$ cat src/rtl/mem_bus_arbiter_if.sv
// Bundle of the two requester ports and the shared memory port of mem_bus_arbiter.
// Handshake: a requester raises mem_op with adr/do/wren stable and holds them until mem_rdy is
// seen high on a rising edge; mem_rdy is a one-cycle completion pulse and di is valid only with it.
interface mem_bus_arbiter_if;
    logic        m0_mem_op;
    logic        m0_mem_rdy;
    logic [31:0] m0_adr;
    logic [31:0] m0_do;
    logic [3:0]  m0_wren;
    logic [31:0] m0_di;

    logic        m1_mem_op;
    logic        m1_mem_rdy;
    logic [31:0] m1_adr;
    logic [31:0] m1_do;
    logic [3:0]  m1_wren;
    logic [31:0] m1_di;

    logic        s_mem_op;
    logic        s_mem_rdy;
    logic [31:0] s_adr;
    logic [31:0] s_do;
    logic [3:0]  s_wren;
    logic [31:0] s_di;

    // Arbiter view: serves both requesters and drives the shared memory port.
    modport slave (
        input  m0_mem_op, m0_adr, m0_do, m0_wren,
        output m0_mem_rdy, m0_di,
        input  m1_mem_op, m1_adr, m1_do, m1_wren,
        output m1_mem_rdy, m1_di,
        output s_mem_op, s_adr, s_do, s_wren,
        input  s_mem_rdy, s_di
    );

    // Environment view: the requesters and the memory behind the arbiter.
    modport master (
        output m0_mem_op, m0_adr, m0_do, m0_wren,
        input  m0_mem_rdy, m0_di,
        output m1_mem_op, m1_adr, m1_do, m1_wren,
        input  m1_mem_rdy, m1_di,
        input  s_mem_op, s_adr, s_do, s_wren,
        output s_mem_rdy, s_di
    );
endinterface

$ cat src/rtl/mem_bus_arbiter.sv
// Two-master round-robin arbiter for a picorv32-native memory port, with whole-transaction
// grants and a watchdog that force-completes stalled transactions and flags a sticky error.
module mem_bus_arbiter #(
    parameter int          TIMEOUT  = 64,
    parameter logic [31:0] ERR_DATA = 32'hDEADBEEF
) (
    input  logic              clk,
    input  logic              reset,
    mem_bus_arbiter_if.slave  bus,
    input  logic              err_clr,
    output logic              grant,
    output logic              busy,
    output logic              timeout_err
);
    localparam logic [0:0] IDLE = 1'b0;
    localparam logic [0:0] BUSY = 1'b1;

    localparam int          CW         = (TIMEOUT > 0) ? $clog2(TIMEOUT + 1) : 1;
    localparam bit          TO_EN      = (TIMEOUT != 0);
    localparam logic [CW-1:0] LAST_CYCLE = (TIMEOUT > 0) ? CW'(TIMEOUT - 1) : '0;

    logic [0:0]    state;
    logic          last;
    logic [CW-1:0] cnt;

    logic gnt_op;
    logic done_ok;
    logic done_to;
    logic done;

    // cnt holds the number of BUSY cycles already spent, so cnt == TIMEOUT-1 marks the last one.
    assign busy    = (state == BUSY);
    assign gnt_op  = grant ? bus.m1_mem_op : bus.m0_mem_op;
    assign done_ok = busy && gnt_op && bus.s_mem_rdy;
    assign done_to = TO_EN && busy && gnt_op && !bus.s_mem_rdy && (cnt == LAST_CYCLE);
    assign done    = done_ok || done_to;

    assign bus.s_mem_op   = busy;
    assign bus.s_adr      = busy ? (grant ? bus.m1_adr  : bus.m0_adr)  : '0;
    assign bus.s_do       = busy ? (grant ? bus.m1_do   : bus.m0_do)   : '0;
    assign bus.s_wren     = busy ? (grant ? bus.m1_wren : bus.m0_wren) : '0;

    assign bus.m0_mem_rdy = done && !grant;
    assign bus.m1_mem_rdy = done && grant;
    assign bus.m0_di      = done_to ? ERR_DATA : bus.s_di;
    assign bus.m1_di      = done_to ? ERR_DATA : bus.s_di;

    always_ff @(posedge clk) begin
        if (reset) begin
            state       <= IDLE;
            grant       <= 1'b0;
            last        <= 1'b1;
            cnt         <= '0;
            timeout_err <= 1'b0;
        end else begin
            case (state)
                IDLE: begin
                    if (bus.m0_mem_op || bus.m1_mem_op) begin
                        // On a conflict the master not served last wins.
                        grant <= (bus.m0_mem_op && bus.m1_mem_op) ? ~last : bus.m1_mem_op;
                        cnt   <= '0;
                        state <= BUSY;
                    end
                end
                BUSY: begin
                    if (!gnt_op) begin
                        state <= IDLE;
                    end else if (done) begin
                        last  <= grant;
                        state <= IDLE;
                    end else begin
                        cnt <= cnt + 1'b1;
                    end
                end
                default: state <= IDLE;
            endcase

            if (done_to) begin
                timeout_err <= 1'b1;
            end else if (err_clr) begin
                timeout_err <= 1'b0;
            end
        end
    end
endmodule

$ cat src/flat_wrapper.sv
// flat-port wrapper written by rule: the top's interface ports become plain ports
module mem_bus_arbiter_flat 
#(
    parameter int          TIMEOUT  = 64,
    parameter logic [31:0] ERR_DATA = 32'hDEADBEEF
)
  (clk, reset, err_clr, grant, busy, timeout_err, bus_m0_mem_op, bus_m0_adr, bus_m0_do, bus_m0_wren, bus_m0_mem_rdy, bus_m0_di, bus_m1_mem_op, bus_m1_adr, bus_m1_do, bus_m1_wren, bus_m1_mem_rdy, bus_m1_di, bus_s_mem_op, bus_s_adr, bus_s_do, bus_s_wren, bus_s_mem_rdy, bus_s_di);
  mem_bus_arbiter_if bus_i ();
  input  logic clk;
  input  logic reset;
  input  logic err_clr;
  output logic grant;
  output logic busy;
  output logic timeout_err;
  input wire logic [$bits(bus_i.m0_mem_op)-1:0] bus_m0_mem_op;
  input wire logic [$bits(bus_i.m0_adr)-1:0] bus_m0_adr;
  input wire logic [$bits(bus_i.m0_do)-1:0] bus_m0_do;
  input wire logic [$bits(bus_i.m0_wren)-1:0] bus_m0_wren;
  output wire logic [$bits(bus_i.m0_mem_rdy)-1:0] bus_m0_mem_rdy;
  output wire logic [$bits(bus_i.m0_di)-1:0] bus_m0_di;
  input wire logic [$bits(bus_i.m1_mem_op)-1:0] bus_m1_mem_op;
  input wire logic [$bits(bus_i.m1_adr)-1:0] bus_m1_adr;
  input wire logic [$bits(bus_i.m1_do)-1:0] bus_m1_do;
  input wire logic [$bits(bus_i.m1_wren)-1:0] bus_m1_wren;
  output wire logic [$bits(bus_i.m1_mem_rdy)-1:0] bus_m1_mem_rdy;
  output wire logic [$bits(bus_i.m1_di)-1:0] bus_m1_di;
  output wire logic [$bits(bus_i.s_mem_op)-1:0] bus_s_mem_op;
  output wire logic [$bits(bus_i.s_adr)-1:0] bus_s_adr;
  output wire logic [$bits(bus_i.s_do)-1:0] bus_s_do;
  output wire logic [$bits(bus_i.s_wren)-1:0] bus_s_wren;
  input wire logic [$bits(bus_i.s_mem_rdy)-1:0] bus_s_mem_rdy;
  input wire logic [$bits(bus_i.s_di)-1:0] bus_s_di;
  assign bus_i.m0_mem_op = bus_m0_mem_op;
  assign bus_i.m0_adr = bus_m0_adr;
  assign bus_i.m0_do = bus_m0_do;
  assign bus_i.m0_wren = bus_m0_wren;
  assign bus_m0_mem_rdy = bus_i.m0_mem_rdy;
  assign bus_m0_di = bus_i.m0_di;
  assign bus_i.m1_mem_op = bus_m1_mem_op;
  assign bus_i.m1_adr = bus_m1_adr;
  assign bus_i.m1_do = bus_m1_do;
  assign bus_i.m1_wren = bus_m1_wren;
  assign bus_m1_mem_rdy = bus_i.m1_mem_rdy;
  assign bus_m1_di = bus_i.m1_di;
  assign bus_s_mem_op = bus_i.s_mem_op;
  assign bus_s_adr = bus_i.s_adr;
  assign bus_s_do = bus_i.s_do;
  assign bus_s_wren = bus_i.s_wren;
  assign bus_i.s_mem_rdy = bus_s_mem_rdy;
  assign bus_i.s_di = bus_s_di;
  mem_bus_arbiter #(.TIMEOUT(TIMEOUT), .ERR_DATA(ERR_DATA)) u_core (.clk(clk), .reset(reset), .bus(bus_i), .err_clr(err_clr), .grant(grant), .busy(busy), .timeout_err(timeout_err));
endmodule
$ cat config.mk
export PLATFORM = sky130hd
export DESIGN_NAME = mem_bus_arbiter_flat
export DESIGN_NICKNAME = d
export VERILOG_FILES = /design/src/rtl/mem_bus_arbiter_if.sv /design/src/rtl/mem_bus_arbiter.sv /design/src/flat_wrapper.sv
export SDC_FILE = /design/constraint.sdc
export NUM_CORES = 1
export LEC_CHECK = 0
export BUFFER_PORTS_ARGS = -buffer_cell sky130_fd_sc_hd__buf_2
export CAP_MARGIN = 15
export CORE_AREA = 2 2 123 125
export DETAILED_ROUTE_END_ITERATION = 10
export DIE_AREA = 0 0 125 127
export HOLD_SLACK_MARGIN = 0.08
export PLACE_DENSITY = 0.47
export SETUP_SLACK_MARGIN = 0.15
export SLEW_MARGIN = 40
export SYNTH_ARGS = -nofsm -noshare
export SYNTH_HDL_FRONTEND = slang
export SYNTH_SLANG_ARGS = --single-unit
$ cat constraint.sdc
create_clock -name clk -period 4.6 [get_ports clk]
set_clock_uncertainty 0.05 [all_clocks]
set_input_delay 0.92 -clock clk [delete_from_list [all_inputs] [get_ports clk]]
set_output_delay 0.92 -clock clk [all_outputs]
set_load 0.01 [all_outputs]
==> summary by stage, run 1 <==
Setup path
Walking the worst path, the cells encountered are buf_2 -> mux2_4 -> nand2_1 -> nor3_2 -> buf_4 -> or2_2 -> buf_2. The sort of element at the start of the critical path is a primary input. The critical path contains buffers and inverters numbering 3 combined. The data arrival at the endpoint of the critical path is 2.18 ns.

The largest single stage delay on the critical path is 0.32 ns. The category of cells accounting for the largest share of critical-path delay is buffers and inverters. In this run the worst path has a maximum fanout of 33. The number of cells on the worst reg-to-reg path is 4.

The type of the setup path with the least slack is in -> out. The reg-to-reg critical path endpoint is u_core.cnt[5]. The reg2reg setup slack is 2.58 ns. The cell with the largest stage delay on the worst path is sky130_fd_sc_hd__or2_2. By instance count, the cell type seen most on the critical path is sky130_fd_sc_hd__buf_2. The capturing element type of the critical path is an output port. The cell count along the critical path is 7. The critical path required time is 3.63 ns. The launch point of the worst reg-to-reg path is u_core.grant.

Clock network
TritonCTS built the clock tree. In this run the number of H-tree levels came out at 1. The tree is rooted in a sky130_fd_sc_hd__clkbuf_16. The number of gates given a new drive strength after cts is 0. The TritonCTS sink count is 11. The clock buffer count from CTS is 3.

In this run the deepest clock path goes through 2 buffers. The hold buffer count at cts is 0. The register clock-pin slew on the reported worst setup and hold paths is 0.04 ns. The buffer count from post-CTS setup fixing is 0. The insertion delay to the later sink of the worst-skew pair is 0.24 ns.

Global routing
Entering global routing, the biggest net connects 78 pins. The number of antenna violations at the first check in global routing came to 1. For this run, the total global-route usage over all layers was measured as 0.0981. The first global-routing pass estimated 13.1 mm of wire. The via count of the first global-routing pass is 2692. The overflow left after global routing is 0.

Placed design
The final HPWL from detailed placement is 7.56 mm. Summing all placed instances gives a cell area of 3670 sq um. The pre-CTS setup slack is 1.47 ns.

In this run the tool buffered the top-level ports with 311 buffer cells. Routability-driven placement finished with a final weighted congestion of 0.726.

STA
Setup violations remaining at the end of the flow were counted as 0. The count of endpoints failing hold in the final timing report is 0. The headroom to the max-slew limit is 0.554.

Setup total negative slack on the finished layout was measured at 0 ns. The final max-slew violation count is 0. The slew at the pin with the worst max-slew slack is 0.669 ns. Static timing analysis puts the maximum clock frequency at 318 MHz.

The worst path in the final design needs a cycle of 3.15 ns, including I/O delays and setup. Hold timing on the final database bottoms out at a slack of 0.404 ns. The final period utilization is 0.684.

The final worst slack is 1.45 ns. Setup repair after global routing left no endpoint under its margin.

Synth
The cell area that synthesis handed to floorplanning was 2170 sq um. The number of nets handed over by synthesis was 457. The flip-flop and latch count after synthesis is 11.

The yosys synthesis warning count is 0. The sequential area share after synthesis is 0.101. Yosys mapped the design onto 32 distinct sky130hd cell types. Synthesis produced 282 cells. The mean post-synth cell area is 7.71 sq um.

Cells and area
In the final layout, the share of cells above drive strength 1 is 0.637. The library cell used most frequently in the layout, excluding fill and tap cells, is sky130_fd_sc_hd__buf_2. The final cell utilization of the core is 0.260. The count of antenna diodes in the layout is 0. The net total in the final layout is 724. After routing the design area is 3740 sq um. From synthesis to final layout, the design area changed by 72.2%. Leaving out fill and tap cells, the most frequent cells in the layout are 311 x sky130_fd_sc_hd__buf_2, 79 x sky130_fd_sc_hd__nor2b_1, 68 x sky130_fd_sc_hd__mux2i_1.

Drt
After detailed routing, the total wire length is 8.81 mm. After detailed routing, the average wire length per cell comes to 12.0 um. The count of nets left with antenna violations once routing finished came out at 0. The routed layout has 2834 vias. The via density per instance is 3.87.

The first-pass iteration count of the detailed router is 4. The first routing iteration left 72 violations. The number of remaining DRC errors is 0.

Power and ir drop
The worst-case IR drop observed on VDD is 102 uV. The power density of the placed cells is 155 nW/um^2. For this design the static power due to leakage is 2.01 nW.

Floorplan
In this run the count of I/O pins placed on the die edge is 312. The area of the die is 15900 sq um. The die is 125 um wide. The floorplan step defined a core boundary enclosing 14400 sq um. Measured along the y axis, the die boundary spans 127 um.

After floorplanning, the core was divided into 44 placement rows. The starting utilization of the core area is 0.151.

Hold path
The worst hold path terminates at u_core.cnt[6]. The worst hold path was traced through 2 stages. The worst hold path startpoint is u_core.cnt[6].

The worst hold path class is reg -> reg.

Outcome
The run finished with clean final reports.

Run
The number of max-capacitance violations reported is 0.
-- where the power goes --
part	internal [mW]	leakage (nW)	switching (mW)
combinational	0.167	1.88	0.147
clock	0.116	0.0382	0.0427
sequential	0.0978	0.0901	0.0101
total	0.382	2.01	0.200
-- sequential cells by signal (all words and copies together) (netlist names) --
signal	cells
u_core.bus.s_mem_op	1
u_core.cnt	7
u_core.grant	1
u_core.last	1
u_core.timeout_err	1
-- worst max-delay path by stage --
| stage | startpoint | to | slack, ns |
|---|---|---|---|
| 3_5_place_dp | bus_m0_mem_op | bus_m1_di[1] | 1.47 |
| 5_1_grt | u_core.grant | bus_s_do[30] | 1.31 |
| 3_3_place_gp | bus_m0_mem_op | bus_m0_di[19] | 1.47 |
| 2_1_floorplan | bus_m0_mem_op | bus_m1_di[0] | 1.64 |
| 6_report | bus_m0_mem_op | bus_m0_di[7] | 1.45 |
| 4_1_cts | u_core.grant | bus_s_do[30] | 1.43 |
-- cell families (layout without fill, tap and decap cells) --
family	Yosys count	count (layout)	share of synthesized area
adder cells (fa/ha/maj)	1	1	0.00575
buffers and inverters	54	320	0.152
XOR/XNOR	1	1	0.00403
AND/OR/NAND/NOR	128	128	0.358
AO/OA/AOI/OAI	17	17	0.0535
multiplexers	70	70	0.325
flip-flops	11	11	0.101
-- layer usage --
| layer | up-vias | routed length [um] | track usage |
|---|---|---|---|
| li1 | 1451 | - | - |
| met1 | 1201 | 3440 | 0.116 |
| met2 | 174 | 4540 | 0.191 |
| met3 | 6 | 787 | 0.0163 |
| met4 | 2 | 32 | 0.0118 |
| met5 | - | 13 | 0 |
-- cells in the mapped netlist --
master | instances | area share
sky130_fd_sc_hd__a21o_1 | 1 | 0.0035
sky130_fd_sc_hd__mux2_4 | 1 | 0.0069
sky130_fd_sc_hd__nor2b_1 | 79 | 0.23
sky130_fd_sc_hd__or3_1 | 1 | 0.0029
sky130_fd_sc_hd__o21ba_2 | 1 | 0.0046
sky130_fd_sc_hd__buf_4 | 34 | 0.12
sky130_fd_sc_hd__nor2_1 | 4 | 0.0069
sky130_fd_sc_hd__o21bai_1 | 1 | 0.0035
sky130_fd_sc_hd__o21ai_0 | 2 | 0.0046
sky130_fd_sc_hd__and3_1 | 1 | 0.0029
sky130_fd_sc_hd__dfxtp_1 | 11 | 0.10
sky130_fd_sc_hd__o31ai_1 | 1 | 0.0035
sky130_fd_sc_hd__nand2_1 | 6 | 0.010
sky130_fd_sc_hd__ha_1 | 1 | 0.0058
sky130_fd_sc_hd__inv_1 | 2 | 0.0035
sky130_fd_sc_hd__xor2_1 | 1 | 0.0040
sky130_fd_sc_hd__a211oi_1 | 1 | 0.0035
sky130_fd_sc_hd__nand3b_1 | 2 | 0.0069
sky130_fd_sc_hd__a31oi_1 | 2 | 0.0058
sky130_fd_sc_hd__and4_1 | 1 | 0.0040
sky130_fd_sc_hd__nand3_1 | 5 | 0.012
sky130_fd_sc_hd__a211o_1 | 1 | 0.0040
sky130_fd_sc_hd__nor3_2 | 1 | 0.0046
sky130_fd_sc_hd__o2111ai_2 | 1 | 0.0069
sky130_fd_sc_hd__clkbuf_1 | 18 | 0.031
sky130_fd_sc_hd__nand2b_1 | 1 | 0.0029
sky130_fd_sc_hd__a21oi_1 | 6 | 0.014
sky130_fd_sc_hd__or4_1 | 1 | 0.0035
sky130_fd_sc_hd__or2_2 | 25 | 0.072
sky130_fd_sc_hd__mux2i_1 | 68 | 0.31
sky130_fd_sc_hd__and2_1 | 1 | 0.0029
sky130_fd_sc_hd__mux2_2 | 1 | 0.0052
-- layout make-up --
type	count	area, sq um
fill	1650	10700
inverter	2	7.51
timing repair buffer	314	1580
multi-input combinational	217	1620
tap	184	230
clock buffer	4	78.8
sequential	11	225
-- worst min-delay path: cells and delay by family (launching register included) --
kind            cells  cell delay, ns
flops               1            0.32
compound gates      1            0.03
simple gates        1            0.06
-- metrics by stage --
step / total power, mW / cells
after floorplan: 0.289 / 282
after global placement: 0.430 / 728
after detailed placement: 0.430 / 728
after CTS: 0.593 / 732
after global routing: 0.619 / 732
final: 0.582 / 732
Power figures use the tool's default switching activity.
==> run 2, diff against run 1 <==
--- a/config.mk
+++ b/config.mk
@@ -7,11 +7,11 @@
 export LEC_CHECK = 0
 export BUFFER_PORTS_ARGS = -buffer_cell sky130_fd_sc_hd__buf_2
 export CAP_MARGIN = 15
-export CORE_AREA = 2 2 123 125
+export CORE_AREA = 2 2 122 124
 export DETAILED_ROUTE_END_ITERATION = 10
-export DIE_AREA = 0 0 125 127
+export DIE_AREA = 0 0 124 126
 export HOLD_SLACK_MARGIN = 0.08
-export PLACE_DENSITY = 0.47
+export PLACE_DENSITY = 0.49
 export SETUP_SLACK_MARGIN = 0.15
 export SLEW_MARGIN = 40
 export SYNTH_ARGS = -nofsm -noshare
==> constraint.sdc (replaced) <==
create_clock -name clk -period 2.7 [get_ports clk]
set_clock_uncertainty 0.05 [all_clocks]
set_input_delay 0.54 -clock clk [delete_from_list [all_inputs] [get_ports clk]]
set_output_delay 0.54 -clock clk [all_outputs]
set_load 0.01 [all_outputs]
==> summary by stage, run 2 (synthesized netlist as in run 1, its figures left out) <==
STA
The final max-slew violation count came to 0 (unchanged). The final critical path time including I/O delays and setup is 2.33 ns. Setup repair after global routing left no endpoint under its margin. The count of endpoints failing setup in the final report was 0 (unchanged). The headroom to the max-slew limit is 0.669 (+0.115).

The count of endpoints failing hold in the final timing report was 0 (unchanged). The final worst hold slack is 0.406 ns (+0.00236 ns). The slew at the pin with the worst max-slew slack is 0.496 ns (-0.173 ns).

The final worst slack was 0.367 ns (-1.09 ns). Based on the critical path, the design can be clocked at up to 429 MHz. Dividing the final minimum period by the clock period gives 0.864. The sum of negative setup slack was 0 ns (unchanged).

Cells and area
The final cell area excluding filler cells was 3770 sq um (+0.77%). In the layout the commonest cells are 311 x sky130_fd_sc_hd__buf_2, 79 x sky130_fd_sc_hd__nor2b_1, 68 x sky130_fd_sc_hd__mux2i_1. The flip-flop count of the largest register, all copies and words added is 7 (unchanged). The share of post-route cells with drive strength above 1 is 0.637 (unchanged). The final standard cell count with taps included and fillers excluded is 732 (unchanged). The final cell utilization of the core is 0.264 (+0.00401).

More flip-flops sit in one register than any other, and that register is u_core.cnt. The commonest non-fill, non-tap cell in the layout is sky130_fd_sc_hd__buf_2. The layout overhead on the synthesized area is 73.5%. The count of antenna diodes in the layout is 0 (unchanged).

The net total in the final layout was 724 (unchanged). The total area of multi-input combinational cells is 1620 sq um (unchanged). The sequential cell area came to 225 sq um (unchanged).

The number of fill cells is 1620 (-1.8%).

Run
The number of max-capacitance violations reported is 0 (unchanged).

Clock network
The hold buffer count at cts is 0 (unchanged). The insertion delay to the later sink of the worst-skew pair is 0.24 ns (about the same). The buffer count from post-CTS setup fixing came to 0 (unchanged). The TritonCTS sink count came to 11 (unchanged). The clock buffer count from CTS was 3 (unchanged).

The tree is rooted in a sky130_fd_sc_hd__clkbuf_16. TritonCTS built the clock tree. The register clock-pin slew on the reported worst setup and hold paths is 0.04 ns (about the same).

The number of buffers on the longest clock path is 2 (unchanged). The number of gates given a new drive strength after cts was 0 (unchanged). The maximum level of the CTS H-tree is 1 (unchanged).

Global routing
The wire length of the first global-routing pass is 12.7 mm (-3.3%). The global-route total usage across every layer is 0.103 (+0.00446). The overflow left after global routing was 0 (unchanged). The number of antenna violations at the first check in global routing is 1 (unchanged). The via count of the first global-routing pass is 2515 (-6.6%). The maximum number of pins on one net before global-route repair is 76 (-2.6%).

Placed design
The count of input and output buffers is 311 (unchanged). The area after detailed placement was 3690 sq um (+0.68%). The final HPWL from detailed placement is 7.77 mm (+2.8%). The pre-CTS setup slack is 0.306 ns (-1.16 ns). The number of placed instances with taps included came to 728 (unchanged).

The weighted congestion at the end of routability-driven global placement is 0.713 (-1.9%).

Drt
The via count came to 2877 (+1.5%). The routed wire length per instance is 12.2 um (+1.2%). The starting DRC count in detailed routing is 32 (-56%).

The wire length on met2 is 4.85 mm (+6.9%). The sum of met3 wire segment lengths after detailed routing is 813 um (+3.3%). The uppermost signal routing layer after detailed routing is met5. The via density per instance was 3.93 (+1.5%).

The post-route antenna net violation count is 0 (unchanged). The routed length on met1 came to 3.12 mm (-9.3%). The total wirelength of the detailed-routed design is 8.92 mm (+1.2%). The first-pass iteration count of the detailed router is 4 (unchanged). The number of remaining DRC errors was 0 (unchanged).

Setup path
The count of buffering cells on the critical path with inverters included came to 2 (-1). The type of the setup path with the least slack is reg -> out. The data arrival at the endpoint of the critical path was 1.74 ns (-0.44 ns). The biggest cell delay along the critical path came to 0.38 ns (+0.06 ns). The cell with the largest stage delay on the worst path is sky130_fd_sc_hd__dfxtp_1.

The critical path required time was 2.11 ns (-1.52 ns). The worst setup path is launched from a flop. The capturing element type of the critical path is an output port. Walking the worst path, the cells encountered are ha_1 -> nand3_1 -> nor3_2 -> buf_6 -> or2_2 -> buf_2.

The worst-path maximum fanout is 33 (unchanged). On the critical path the largest part of the delay comes from simple AND/OR/NAND/NOR gates.

Outcome
The flow ran to the end, and the final reports show no timing, DRC or antenna violations.

Floorplan
The starting utilization of the core area came to 0.152 (+0.00116). The area of the die is 15600 sq um (-1.6%). The area inside the core boundary is 14300 sq um (-0.76%).

The overall die height is 126 um (-0.79%). The placement row count is 44 (unchanged). The die width is 124 um (-0.80%). The top-level port count is 312 (unchanged).

Power and ir drop
The standby leakage power is 2.02 nW (+0.38%). The power density of the placed cells is 266 nW/um^2 (+71%). The peak supply drop came to 143 uV (+40%). The final total power was 1.00 mW (+72%).

Hold path
The worst hold path belongs to the class reg -> reg.
run 2: cell count changes in the layout (fill, tap and decap cells not counted):
cell / previous run / this run
sky130_fd_sc_hd__buf_4: 3 / 0
sky130_fd_sc_hd__buf_12: 0 / 2
sky130_fd_sc_hd__buf_6: 0 / 1
run 2: power breakdown:
part,total (mW),internal [mW],switching [mW]
clock network,0.276,0.199,0.0774
logic,0.556,0.291,0.265
registers,0.171,0.167,0.00447
run 2: per-layer routing:
metal / GRT usage / vias to the layer above
met2: 0.208 / 189
met1: 0.108 / 1235
li1: - / 1442
met4: 0.0264 / 2
met5: 0 / -
met3: 0.0122 / 9
run 2: path summary, 6_finish.rpt:
path              endpoint  cells after the start  slack [ns]           from
max          bus_m1_di[27]                      6        0.37  u_core.cnt[0]
min          u_core.cnt[6]                      2        0.41  u_core.cnt[6]
max reg2reg  u_core.cnt[5]                      5        0.98  u_core.cnt[0]
min reg2reg  u_core.cnt[6]                      2        0.41  u_core.cnt[6]
run 2: layout make-up:
class                           count  share of cell area
Inverter                            2             0.00199
Clock buffer                        4              0.0209
Multi-Input combinational cell    217               0.430
Sequential cell                    11              0.0597
Tap cell                          184              0.0610
Timing Repair Buffer              314               0.426
run 2: tightest hold or removal path, delay by kind of cell, from the launching register on:
kind	cells	cell delay (ns)
AND/OR/NAND/NOR	1	0.06
flip-flops	1	0.32
AO/OA/AOI/OAI	1	0.03
